$ cat src/rtl/sargantana_flush_ctrl.sv
// Icache flush initiator: drains in-flight refills, drives a full valid-bit
// sweep through the external index generator, then acknowledges the core.
module sargantana_flush_ctrl #(
    parameter int unsigned ICACHE_DEPTH = 64,
    parameter int unsigned ICACHE_WAYS  = 4,
    localparam int unsigned ADDR_WIDTH  = $clog2(ICACHE_DEPTH)
) (
    input  logic                   clk_i,
    input  logic                   rst_i,
    input  logic                   flush_req_i,
    input  logic                   refill_busy_i,
    input  logic [ADDR_WIDTH-1:0]  sweep_addr_i,
    input  logic                   sweep_done_i,
    output logic                   sweep_en_o,
    output logic                   valid_clr_o,
    output logic [ADDR_WIDTH-1:0]  valid_clr_addr_o,
    output logic [ICACHE_WAYS-1:0] valid_clr_way_o,
    output logic                   fetch_stall_o,
    output logic                   flush_ack_o,
    output logic                   flush_err_o
);

    localparam logic [ADDR_WIDTH-1:0] CNT_LAST = ADDR_WIDTH'(ICACHE_DEPTH - 1);

    typedef enum logic [1:0] {
        IDLE  = 2'd0,
        DRAIN = 2'd1,
        SWEEP = 2'd2,
        DONE  = 2'd3
    } state_t;

    state_t                state;
    state_t                state_next;
    logic                  pend;
    logic                  pend_next;
    logic [ADDR_WIDTH-1:0] cnt;
    logic [ADDR_WIDTH-1:0] cnt_next;
    logic                  err;
    logic                  err_set;

    // State, pending-request, watchdog counter and sticky error registers
    always_ff @(posedge clk_i) begin
        if (rst_i) begin
            state <= IDLE;
            pend  <= 1'b0;
            cnt   <= '0;
            err   <= 1'b0;
        end else begin
            state <= state_next;
            pend  <= pend_next;
            cnt   <= cnt_next;
            if (err_set) begin
                err <= 1'b1;
            end
        end
    end

    // Next-state logic; a request landing in DONE re-arms directly so it is never lost
    always_comb begin
        state_next = state;
        pend_next  = pend;
        cnt_next   = cnt;
        err_set    = 1'b0;
        case (state)
            IDLE: begin
                if (flush_req_i) begin
                    state_next = DRAIN;
                end
            end
            DRAIN: begin
                if (!refill_busy_i) begin
                    state_next = SWEEP;
                end
            end
            SWEEP: begin
                cnt_next  = cnt + ADDR_WIDTH'(1);
                pend_next = pend | flush_req_i;
                if (sweep_done_i) begin
                    state_next = DONE;
                end else if (cnt == CNT_LAST) begin
                    err_set    = 1'b1;
                    state_next = DONE;
                end
            end
            DONE: begin
                cnt_next   = '0;
                pend_next  = 1'b0;
                state_next = (pend || flush_req_i) ? DRAIN : IDLE;
            end
            default: begin
                state_next = IDLE;
            end
        endcase
    end

    // Outputs decoded from the current state only
    always_comb begin
        sweep_en_o       = 1'b0;
        valid_clr_o      = 1'b0;
        valid_clr_addr_o = '0;
        valid_clr_way_o  = '0;
        fetch_stall_o    = (state != IDLE);
        flush_ack_o      = (state == DONE);
        flush_err_o      = err;
        if (state == SWEEP) begin
            sweep_en_o       = 1'b1;
            valid_clr_o      = 1'b1;
            valid_clr_addr_o = sweep_addr_i;
            valid_clr_way_o  = '1;
        end
    end

endmodule

$ cat config.mk
export PLATFORM = sky130hd
export DESIGN_NAME = sargantana_flush_ctrl
export DESIGN_NICKNAME = d
export VERILOG_FILES = /design/src/rtl/sargantana_flush_ctrl.sv
export SDC_FILE = /design/constraint.sdc
export NUM_CORES = 1
export LEC_CHECK = 0
export ABC_AREA = 1
export CORE_MARGIN = 4
export CORE_UTILIZATION = 41
export CTS_BUF_LIST = sky130_fd_sc_hd__clkbuf_4 sky130_fd_sc_hd__clkbuf_8 sky130_fd_sc_hd__clkbuf_16
export CTS_CLUSTER_SIZE = 25
export DETAILED_ROUTE_END_ITERATION = 8
export PLACE_DENSITY = 0.78
export SYNTH_ARGS = -nofsm -noshare
export SYNTH_HDL_FRONTEND = slang
export SYNTH_SLANG_ARGS = --single-unit
$ cat constraint.sdc
create_clock -name clk_i -period 1.58 [get_ports clk_i]
set_input_delay 0.316 -clock clk_i [delete_from_list [all_inputs] [get_ports clk_i]]
set_output_delay 0.316 -clock clk_i [all_outputs]
set_load 0.01 [all_outputs]
# Yosys cells after proc, flatten, opt, wreduce, memory -nomap -nowiden
# Cells that the tools add are included.
# op_classes
add_sub_neg,1
n_eq_ne,7
n_mux,14
bitwise,1
reduce_logical,5
# ops
op,count
6-bit case mux with 2 select lines,1
2-bit 2-to-1 mux,4
2-bit case mux with 4 select lines,1
6-bit by 1-bit adder with 6-bit output (second input constant),1
6-bit equality test (second input constant),1
6-bit 2-to-1 mux,1
1-bit 2-to-1 mux,5
2-bit equality test (second input constant),2
4-bit 2-to-1 mux,1
2-bit inequality test (second input constant),2
2-bit nonzero test,2
3-bit inequality test (second input constant),1
3-bit AND reduction,1
2-bit by 1-bit equality test with 1-bit output (second input constant),1
2-bit zero test,1
1-bit case mux with 2 select lines,1
1-bit logical OR,1
1-bit OR,1
# totals
register_bits,10
inputBits,11
output_inout_bits,15
word_cells,32

# Logic depth before layout (Yosys ltp)
# logic_depth
word_depth,4
mapped_depth,8
ltp_nobuf,8

# Worst setup path before layout
# OpenSTA, ideal clock, no wires.
# synth_path
kind,register to output
from,register state[0]
to,output port valid_clr_addr_o[0]
arrival_time_ps,1087
t_required_ps,1264
path_slack_ps,177
path_stages_with_launch,6
path_buffers,1
path_cell_list,dfxtp_1 -> inv_1 -> ha_1 -> buf_6 -> nand2_1 -> inv_1
# synth_via
elab_chain_cells,2
# synth_rtl
element,line_no,source
from (decl),32,state_t state;
from (signal assigned),49,state <= state_next;
2-bit equality test,105,if (state == SWEEP) begin
6-bit 2-to-1 mux,105,
to (decl),16,"output logic [ADDR_WIDTH-1:0] valid_clr_addr_o,"
# Every way passes these cells.

# Final worst setup path
# layout_path
from,register state[0]
to,output port sweep_en_o
# layout_via
elab_chain_cells,2
# layout_rtl
element,line_no,source
2-bit equality test,105,
1-bit 2-to-1 mux,105,
to (decl),14,"output logic sweep_en_o,"
# Every way passes these cells.

==> flow_metrics.env <==
export IMPL_ys_seq_area_share_pct=31.4
export IMPL_fillers=110
export IMPL_power_density_nw_per_um2=1330
export IMPL_antenna_found_initial=0
export IMPL_hold_viol=0
export IMPL_max_slew_margin_rel_pct=83.7
export IMPL_num_nets_final=138
export IMPL_ys_types=18
export IMPL_place_gp_congestion=0.778
export IMPL_dpl_cell_count=128
export IMPL_dr_pass1_iters=4
export IMPL_min_period_over_period_pct=97.1
export IMPL_cp_cell_sequence="inv_2 -> ha_4 -> buf_4 -> dlygate4sd2_1"
export IMPL_root_buffer="clkbuf_4"
export IMPL_die_x_microns=47.4
export IMPL_clock_latency_ns=0.26
export IMPL_postSynthAreaPerCell_sq_um=7.32
export IMPL_ios=26
export IMPL_startpoint="state[0]"
export IMPL_cpPeakStageDelay_ns=0.33
export IMPL_drive_gt1_share_pct=26.9
export IMPL_cts_tree="done"
export IMPL_cp_start_kind="flop"
export IMPL_num_antenna_cells=0
export IMPL_slew_viol_final=0
export IMPL_drv_cap=0
export IMPL_share_comb_of_total_power_pct=60.0
export IMPL_h_tree_depth=1
export IMPL_whs_ns=0.449
export IMPL_fp_dieArea_sq_um=2250
export IMPL_ys_ff_latch=10
export IMPL_finalSetupViolations=0
export IMPL_leakage_nw=0.476
export IMPL_wirelength_mm=1.50
export IMPL_initial_utilization_pct=46.1
export IMPL_postSynthCellCount=87
export IMPL_fin_cells=134
export IMPL_drt_vias_per_instance=4.77
export IMPL_sw_frac_of_total_pct=38.8
export IMPL_critical_path_slowest_cell="dfxtp_2"
export IMPL_drcViolationCount=0
export IMPL_grt_pass1_wl_mm=2.34
export IMPL_cp_arrival_ns=1.22
export IMPL_hold_path_class="reg -> reg"
export IMPL_worst_path_max_fanout=6
export IMPL_postCtsHoldBufs=0
export IMPL_overflow=0
export IMPL_yosys_warnings=0
export IMPL_p_sw_mw=0.497
export IMPL_syn_num_nets=104
export IMPL_fp_coreArea_sq_um=1380
export IMPL_io_buffers=25
export IMPL_post_drt_wl_per_cell_microns=11.2
export IMPL_outcome="finished clean"
export IMPL_skew_ns=0.000222
export IMPL_crit_required_ns=1.26
export IMPL_drt_iter0_drc=5
export IMPL_peakVddDrop_mv=0.868
export IMPL_timing_fmax_mhz=652
export IMPL_rows=13
export IMPL_final_util_pct=69.6
export IMPL_cts_sinks=10
export IMPL_clk_pin_slew_worst_paths_ns=0.06
export IMPL_grt_pass1_vias=556
export IMPL_rsz0062_at_grt="false"
export IMPL_cp_top_family="buffers and inverters"
export IMPL_finalCriticalPeriod_ns=1.53
export IMPL_postRouteAntennaNets=0
export IMPL_areaGrowthSynthToFinish_pct=51.1
export IMPL_fin_ws_ns=0.0453
export IMPL_track_usage_pct=15.4
export IMPL_die_height_microns=47.4
export IMPL_r2r_start="state[1]"
export IMPL_vias=639
export IMPL_end_kind="primary output"
export IMPL_ctsLongestPathBuffers=2
export IMPL_worst_pin_slew_ns=0.244
export IMPL_grt_max_degree=8
export IMPL_cts_buffers=3
export IMPL_critPathBufInv=3
export IMPL_min_from="cnt[5]"
export IMPL_internal_power_mw=0.782
export IMPL_crit_type="reg -> out"
export IMPL_pwr_share_seq_pct=26.6
export IMPL_dp_hpwl_mm=1.11
export IMPL_place_ws_ns=-0.179
export IMPL_finalPower_mw=1.28
export IMPL_netlist_area_sq_um=637
export IMPL_clockPowerShare_pct=13.4
-- cell type report --
| cell class | instances | area [sq um] | share of cell area (%) |
|---|---|---|---|
| Timing Repair Buffer | 35 | 308 | 32.0 |
| Clock buffer | 3 | 22.5 | 2.34 |
| Multi-Input combinational cell | 55 | 348 | 36.2 |
| Sequential cell | 10 | 203 | 21.1 |
| Inverter | 16 | 62.6 | 6.50 |
| Tap cell | 15 | 18.8 | 1.95 |
-- cells in the mapped netlist, drive strengths merged --
| library cell | n | area share (%) |
|---|---|---|
| a21oi | 8 | 6.3 |
| a22oi | 1 | 2.0 |
| buf | 6 | 7.7 |
| dfxtp | 10 | 31 |
| ha | 6 | 12 |
| inv | 16 | 9.4 |
| nand2 | 18 | 11 |
| nand3 | 6 | 6.3 |
| nor2 | 9 | 7.3 |
| nor3 | 1 | 1.6 |
| nor3b | 1 | 1.2 |
| o21ai | 5 | 4.5 |
-- sequential cells by signal (all words and copies together) (netlist names) --
register and count:
cnt 6, pend 1, flush_err_o 1, state 2
-- worst reg2reg max path: stages (launching register included) --
cell	delay, ns
dfxtp_2	0.37
buf_6	0.11
inv_1	0.05
buf_4	0.13
ha_1	0.18
a22oi_2	0.21
nand2_1	0.11
nand2_1	0.09
a21oi_2	0.05
-- final timing paths --
path                              endpoint  slack [ns]  depth (start not counted)
worst max-delay path            sweep_en_o        0.05                          4
worst min-delay path                cnt[5]        0.45                          1
worst max register to register    state[1]        0.17                          8
worst min register to register      cnt[5]        0.45                          1
-- metal layers --
layer | part of all wire, % | global-route usage [%] | vias to the layer above
li1 | - | - | 332
met2 | 45 | 26.2 | 30
met1 | 44 | 16.7 | 273
met5 | 0 | 0 | -
met4 | 1.8 | 8.29 | 0
met3 | 9.7 | 5.26 | 4
-- cell families after synthesis --
logic type / count (synthesis) / synth area share (%)
and+or+nand+nor: 35 / 26.9
buffers and inverters: 22 / 17.1
AOI/OAI and AO/OA: 14 / 12.8
DFF: 10 / 31.4
adders and majority gates: 6 / 11.8
-- cells in the final DEF, fill, tap and decap left out, drive strengths merged --
cell type,n
a22oi,1
nand2,18
inv,16
nor2,9
nand3,6
clkdlybuf4s15,6
clkdlybuf4s50,11
nor3,1
dlygate4sd2,4
buf,14
clkbuf,3
o21ai,5
ha,6
nor3b,1
a21oi,8
dfxtp,10
-- timing repair --
item,in CTS,in global routing
setup buffers,3,1
hold endpoints to repair,0,0
resized for setup,33,12
setup endpoints to repair,16,17
pin swaps,1,2
-- through the flow --
step                      TNS [ns]  instance area, sq um
after floorplan                  0                   637
after global placement       -1.18                   910
after detailed placement     -1.64                   910
after CTS                        0                   966
after global routing             0                   962
final                            0                   962
-- power by group through the flow --
stage / clock, mW / combinational, mW / sequential [mW]
global placement: 0 / 0.728 / 0.328
CTS: 0.175 / 0.745 / 0.338
floorplan: 0 / 0.425 / 0.334
detailed placement: 0 / 0.741 / 0.332
finish: 0.172 / 0.767 / 0.340
global route: 0.187 / 0.865 / 0.344
Power figures use the tool's default switching activity.
